<file path="config.mk">
export PLATFORM = sky130hd
export DESIGN_NAME = lsu_mem_port
export DESIGN_NICKNAME = d
export VERILOG_FILES = /design/src/rtl/lsu_mem_port.sv
export SDC_FILE = /design/constraint.sdc
export NUM_CORES = 1
export LEC_CHECK = 0
export ABC_AREA = 1
export BUFFER_PORTS_ARGS = -buffer_cell sky130_fd_sc_hd__buf_2
export CAP_MARGIN = 20
export CORE_MARGIN = 5
export CORE_UTILIZATION = 48
export DETAILED_ROUTE_END_ITERATION = 12
export GPL_TIMING_DRIVEN = 0
export PLACE_DENSITY_LB_ADDON = 0.12
export SYNTH_ARGS = -nofsm -noshare
export SYNTH_HDL_FRONTEND = slang
export SYNTH_SLANG_ARGS = --single-unit
</file>
<file path="constraint.sdc">
create_clock -name clk -period 2 [get_ports clk]
set_input_delay 0.1 -clock clk [delete_from_list [all_inputs] [get_ports clk]]
set_output_delay 0.1 -clock clk [all_outputs]
set_load 0.01 [all_outputs]
</file>
<file path="src/rtl/lsu_mem_port.sv">
`default_nettype none
// +----------------------------------------------------------------------------+
// | Module   : lsu_mem_port                                                    |
// | Brief    : Load/store unit: EA generation, lane-aligned bus request,       |
// |            load extraction. Optional macro LSU_MISALIGN_TRAP_EN traps      |
// |            misaligned accesses instead of aligning them down.              |
// | Revision : 1.0                                                            |
// +----------------------------------------------------------------------------+
module lsu_mem_port #(
    parameter int XLEN  = 32,
    parameter int IMM_W = 12,
    parameter int RD_W  = 5
) (
    input  logic              clk,
    input  logic              rst,
    input  logic              req_valid,
    output logic              req_ready,
    input  logic              is_store,
    input  logic [2:0]        funct3,
    input  logic [IMM_W-1:0]  imm,
    input  logic [XLEN-1:0]   op0,
    input  logic [XLEN-1:0]   op1,
    input  logic [RD_W-1:0]   rd_in,
    output logic              mem_req_valid,
    input  logic              mem_req_ready,
    output logic              mem_we,
    output logic [XLEN-1:0]   mem_addr,
    output logic [XLEN-1:0]   mem_wdata,
    output logic [XLEN/8-1:0] mem_be,
    input  logic              mem_rsp_valid,
    input  logic [XLEN-1:0]   mem_rdata,
    output logic              wb_valid,
    output logic [RD_W-1:0]   wb_rd,
    output logic [XLEN-1:0]   wb_data,
    output logic              exc_valid,
    output logic [3:0]        exc_cause,
    output logic [XLEN-1:0]   exc_tval
);

    localparam int c_NB    = XLEN / 8;
    localparam int c_OFF_W = $clog2(c_NB);

    localparam logic [1:0] c_IDLE = 2'd0;
    localparam logic [1:0] c_REQ  = 2'd1;
    localparam logic [1:0] c_RESP = 2'd2;
    localparam logic [1:0] c_EXC  = 2'd3;

    logic [1:0]         r_state;
    logic [2:0]         r_funct3;
    logic [RD_W-1:0]    r_rd;
    logic [c_OFF_W-1:0] r_off;

    logic               r_mem_req_valid;
    logic               r_mem_we;
    logic [XLEN-1:0]    r_mem_addr;
    logic [XLEN-1:0]    r_mem_wdata;
    logic [c_NB-1:0]    r_mem_be;
    logic               r_wb_valid;
    logic [RD_W-1:0]    r_wb_rd;
    logic [XLEN-1:0]    r_wb_data;
    logic               r_exc_valid;
    logic [3:0]         r_exc_cause;
    logic [XLEN-1:0]    r_exc_tval;

    logic [XLEN-1:0]    w_ea;
    int                 w_size;
    logic [c_OFF_W-1:0] w_lowmask;
    logic [c_OFF_W-1:0] w_off;
    logic               w_legal;
    logic               w_trap_mis;
    logic [c_NB-1:0]    w_be;
    logic [XLEN-1:0]    w_wdata;
    logic [XLEN-1:0]    w_shift;
    logic               w_sign;
    int                 w_bits;
    logic [XLEN-1:0]    w_ld;

    // Request-side decode, evaluated on the incoming operands in IDLE.
    always_comb begin
        w_ea      = op0 + {{(XLEN-IMM_W){imm[IMM_W-1]}}, imm};
        w_size    = 1 << funct3[1:0];
        w_lowmask = c_OFF_W'(w_size - 1);
        w_off     = w_ea[c_OFF_W-1:0] & ~w_lowmask;
        case (funct3)
            3'd0, 3'd1, 3'd2: w_legal = 1'b1;
            3'd3:             w_legal = (XLEN == 64);
            3'd4, 3'd5:       w_legal = !is_store;
            3'd6:             w_legal = !is_store && (XLEN == 64);
            default:          w_legal = 1'b0;
        endcase
        w_be    = '0;
        w_wdata = '0;
        for (int i = 0; i < c_NB; i++) begin
            w_be[i]          = (i >= int'(w_off)) && (i < int'(w_off) + w_size);
            w_wdata[8*i +: 8] = op1[8*(i & (w_size - 1)) +: 8];
        end
    end

`ifdef LSU_MISALIGN_TRAP_EN
    assign w_trap_mis = |(w_ea[c_OFF_W-1:0] & w_lowmask);
`else
    assign w_trap_mis = 1'b0;
`endif

    // Response-side extraction from the latched lane offset and width.
    always_comb begin
        w_shift = mem_rdata >> {r_off, 3'b000};
        case (r_funct3[1:0])
            2'd0:    w_sign = w_shift[7];
            2'd1:    w_sign = w_shift[15];
            2'd2:    w_sign = w_shift[31];
            default: w_sign = w_shift[XLEN-1];
        endcase
        w_bits = 8 << r_funct3[1:0];
        w_ld   = '0;
        for (int j = 0; j < XLEN; j++)
            w_ld[j] = (j < w_bits) ? w_shift[j] : (w_sign & ~r_funct3[2]);
    end

    always_ff @(posedge clk) begin
        if (rst) begin
            r_state         <= c_IDLE;
            r_funct3        <= '0;
            r_rd            <= '0;
            r_off           <= '0;
            r_mem_req_valid <= 1'b0;
            r_mem_we        <= 1'b0;
            r_mem_addr      <= '0;
            r_mem_wdata     <= '0;
            r_mem_be        <= '0;
            r_wb_valid      <= 1'b0;
            r_wb_rd         <= '0;
            r_wb_data       <= '0;
            r_exc_valid     <= 1'b0;
            r_exc_cause     <= '0;
            r_exc_tval      <= '0;
        end else begin
            r_wb_valid  <= 1'b0;
            r_exc_valid <= 1'b0;
            case (r_state)
                c_IDLE: begin
                    if (req_valid) begin
                        r_funct3 <= funct3;
                        r_rd     <= rd_in;
                        r_off    <= w_off;
                        if (!w_legal || w_trap_mis) begin
                            r_exc_valid <= 1'b1;
                            r_exc_cause <= !w_legal ? 4'd2 : (is_store ? 4'd6 : 4'd4);
                            r_exc_tval  <= w_ea;
                            r_state     <= c_EXC;
                        end else begin
                            r_mem_req_valid <= 1'b1;
                            r_mem_we        <= is_store;
                            r_mem_addr      <= {w_ea[XLEN-1:c_OFF_W], {c_OFF_W{1'b0}}};
                            r_mem_be        <= w_be;
                            r_mem_wdata     <= w_wdata;
                            r_state         <= c_REQ;
                        end
                    end
                end
                c_REQ: begin
                    if (mem_req_ready) begin
                        r_mem_req_valid <= 1'b0;
                        r_state         <= r_mem_we ? c_IDLE : c_RESP;
                    end
                end
                c_RESP: begin
                    if (mem_rsp_valid) begin
                        r_wb_valid <= 1'b1;
                        r_wb_rd    <= r_rd;
                        r_wb_data  <= w_ld;
                        r_state    <= c_IDLE;
                    end
                end
                default: r_state <= c_IDLE;
            endcase
        end
    end

    assign req_ready     = (r_state == c_IDLE) && !rst;
    assign mem_req_valid = r_mem_req_valid;
    assign mem_we        = r_mem_we;
    assign mem_addr      = r_mem_addr;
    assign mem_wdata     = r_mem_wdata;
    assign mem_be        = r_mem_be;
    assign wb_valid      = r_wb_valid;
    assign wb_rd         = r_wb_rd;
    assign wb_data       = r_wb_data;
    assign exc_valid     = r_exc_valid;
    assign exc_cause     = r_exc_cause;
    assign exc_tval      = r_exc_tval;

endmodule
`default_nettype wire
</file>
==> impl_metrics.py <==
metrics = {
    "run_status": {
        "status": "complete, no violations",
    },
    "final_layout": {
        "final_common_cell": "nand2_1",
        "drive_gt1_share_pct": 21.8,
        "nFillCells": 1756,
        "finalNonFillerCells": 1961,
        "finalNetCount": 1868,
        "fin_util_pct": 62.6,
        "syn_to_final_growth_pct": 29.0,
        "final_cell_mix": "nand2_1 (340), buf_2 (271), inv_1 (218), dfxtp_1 (152), nor2_1 (149)",
        "final_cell_area_sq_um": 11600,
    },
    "sta": {
        "rsz0062_at_grt": "no",
        "finalSetupViolCount": 0,
        "clock_skew_ns": 0.00695,
        "final_hold_viol_count": 0,
        "fin_tns_setup_ns": 0,
        "fin_crit_sh_pct": 95.3,
        "relSlewSlack_pct": 59.1,
        "post-route-min-period_ns": 1.91,
        "worst_pin_slew_ns": 0.614,
        "final-max-slew-violation-count": 0,
        "fmax_mhz": 525,
    },
    "worst_setup_path": {
        "crit_type": "input pin to flop",
        "crit_start": "imm[0]",
        "cp-start-kind": "input pin",
        "r2r-start": "r_off[1]$_SDFFE_PP0P_",
        "ff2ff_setup_slack_ns": 0.22,
        "r2r_cells": 7,
        "worst_ep_required_time_ns": 2.29,
        "rr_endpoint": "wb_data[13]$_SDFFE_PP0P_",
        "crit_fanout": 4,
        "arrival_ns": 2.20,
        "endpoint_kind": "flop",
        "worstSetupEndpoint": "mem_be[0]$_SDFFE_PP0P_",
    },
    "clocking": {
        "clock_latency_ns": 0.43,
        "ctsHtreeMaxLevel": 4,
        "cts_buffers": 17,
        "cts_tree": "done",
        "clk_pin_slew_ns": 0.06,
        "root_buffer": "clkbuf_16",
        "cts.sinks": 152,
        "clockBufferDepth": 2,
    },
    "power": {
        "power_density_nw_per_um2": 796,
        "ir_drop_uv": 695,
        "p_leak_nw": 6.54,
    },
    "floorplanning": {
        "initial_core_util_pct": 48.5,
        "chipHeight_microns": 147,
        "coreArea_sq_um": 18600,
        "die-width_microns": 147,
        "io_pins": 268,
        "dieArea_sq_um": 21600,
        "num_rows": 50,
    },
    "placed_design": {
        "finalWeightedCongestion": 0.960,
        "placed_area_sq_um": 10600,
        "port_buffers": 262,
        "hpwl_microns": 25800,
        "place_inst": 1895,
    },
    "global_route": {
        "gr-total-overflow": 0,
        "first_global_vias": 9466,
        "grt.total_usage_pct": 29.3,
        "grt_pass1_wl_microns": 50500,
        "antenna_found_initial": 1,
        "grt_max_degree": 22,
    },
    "drt": {
        "wl_microns": 32200,
        "vias": 10100,
        "routed_via_density": 5.13,
        "wire_per_inst_microns": 16.4,
        "drc_errors": 0,
        "drtPass1Iterations": 5,
        "drtAntennaViolNets": 0,
        "drt_iter0_drc": 844,
    },
    "synthesis": {
        "synth_edf_count": 0,
        "synth_top_flop_cell": "dfxtp_1",
        "avgSynthCellArea_sq_um": 6.47,
        "async_flop_share_pct": 0,
        "synth-seq-cells": 152,
        "seq_area_frac_synth_pct": 33.7,
        "yosysUniqueCellTypes": 49,
        "yosys_warnings": 0,
        "synthTopCellsByArea": "dfxtp_1 (34%), nand2_1 (14%), inv_1 (9.1%), o21ai_0 (6.4%), nor2_1 (6.2%)",
        "yosysTopAreaCell": "dfxtp_1",
        "syn_area_sq_um": 9020,
        "synth_top_area_share_pct": 33.7,
        "syn_inst": 1395,
    },
    "worst_hold_path": {
        "hold_path_class": "input pin to flop",
        "holdCritStartpoint": "is_store",
    },
    "job": {
        "cap_violations": 0,
    },
}
## timing repair
item	4_1_cts	5_1_grt
resized for setup	3	19
pin swaps	0	7
endpoints found under the setup margin	3	8
endpoints found under the hold margin	32	0
hold buffers	32	0
setup buffers	0	1
## kinds of logic (layout without fill, tap and decap cells)
kind of cell / count (synthesis) / after routing / share of synthesized area, %
AO/OA/AOI/OAI: 306 / 306 / 19.4
XOR/XNOR: 13 / 13 / 1.26
adder cells (fa/ha/maj): 33 / 33 / 4.66
buffers and inverters: 293 / 620 / 13.6
flip-flops: 152 / 152 / 33.7
other: 1 / 6 / 0.0416
AND/OR/NAND/NOR: 597 / 597 / 27.3
## registers in the layout, indices dropped and copies added, names as in the netlist, 2 cells and up
name,cells
exc_tval,32
mem_addr,30
mem_be,4
mem_wdata,32
r_funct3,3
r_off,2
r_rd,5
r_state,2
wb_data,32
wb_rd,5
## final cells by class
cell class / instances / area (sq um) / area share [%]
plain buffers: 65 / 368 / 3.16
repair buffers: 295 / 1660 / 14.2
clock buffers: 18 / 439 / 3.77
clock inverters: 14 / 154 / 1.32
diodes: 1 / 2.50 / 0.0215
well taps: 234 / 293 / 2.52
multi-input cells: 954 / 4810 / 41.3
inverters: 228 / 868 / 7.46
flip-flops and latches: 152 / 3040 / 26.2
## metrics by stage
stage / hold slack (ns) / power, mW / setup slack (ns)
finish: 0.0381 / 9.26 / 0.0945
global route: 0.0467 / 9.75 / 0.00167
floorplan: 0.195 / 5.02 / 0.0477
global placement: 0.329 / 5.92 / -0.597
detailed placement: 0.332 / 5.94 / -0.635
CTS: 0.0121 / 9.24 / 0.0206
## synth_stat cells, drive strengths merged (6+ instances only)
library cell	count
xor2	7
a31oi	17
xnor2	6
nor2	155
o21ai	121
nor3	6
inv	225
nand3	77
dfxtp	152
o31ai	7
o211ai	13
nand2	345
o21a	21
nand4	7
buf	35
ha	32
clkbuf	30
a21oi	115
## routing by layer
| layer | track usage [%] | vias to the layer above | wire (microns) |
|---|---|---|---|
| li1 | - | 5067 | - |
| met1 | 41.0 | 4496 | 14700 |
| met2 | 44.1 | 434 | 13700 |
| met3 | 7.83 | 56 | 3070 |
| met4 | 9.23 | 0 | 803 |
| met5 | 0 | - | 0 |
## report_power, final
group          internal (mW)  leakage [nW]  switching, mW  total [mW]
Combinational          0.915          5.01           1.62        2.53
Sequential              3.29          1.25          0.155        3.45
Clock                   1.81         0.291           1.47        3.28
## worst min path at each step
stage                                             to  slack (ns)  cells after the start
final                            mem_we$_SDFFE_PP0P_        0.04                      3
after global placement    mem_req_valid$_SDFFE_PP0P_        0.33                      2
after floorplan           mem_req_valid$_SDFFE_PP0P_        0.19                      1
after global routing            exc_valid$_SDFF_PP0_        0.05                      3
after CTS                        mem_we$_SDFFE_PP0P_        0.01                      3
after detailed placement  mem_req_valid$_SDFFE_PP0P_        0.33                      2
## critical path, cell delays in order
cell	delay, ns
buf_6	0.08
ha_4	0.19
inv_4	0.04
fa_2	0.63
nor2_1	0.06
a21oi_1	0.13
ha_2	0.20
xor2_2	0.06
a211oi_2	0.30
nand2_2	0.13
o21ai_2	0.18
a21oi_2	0.07
(Power assumes the default switching activity.)
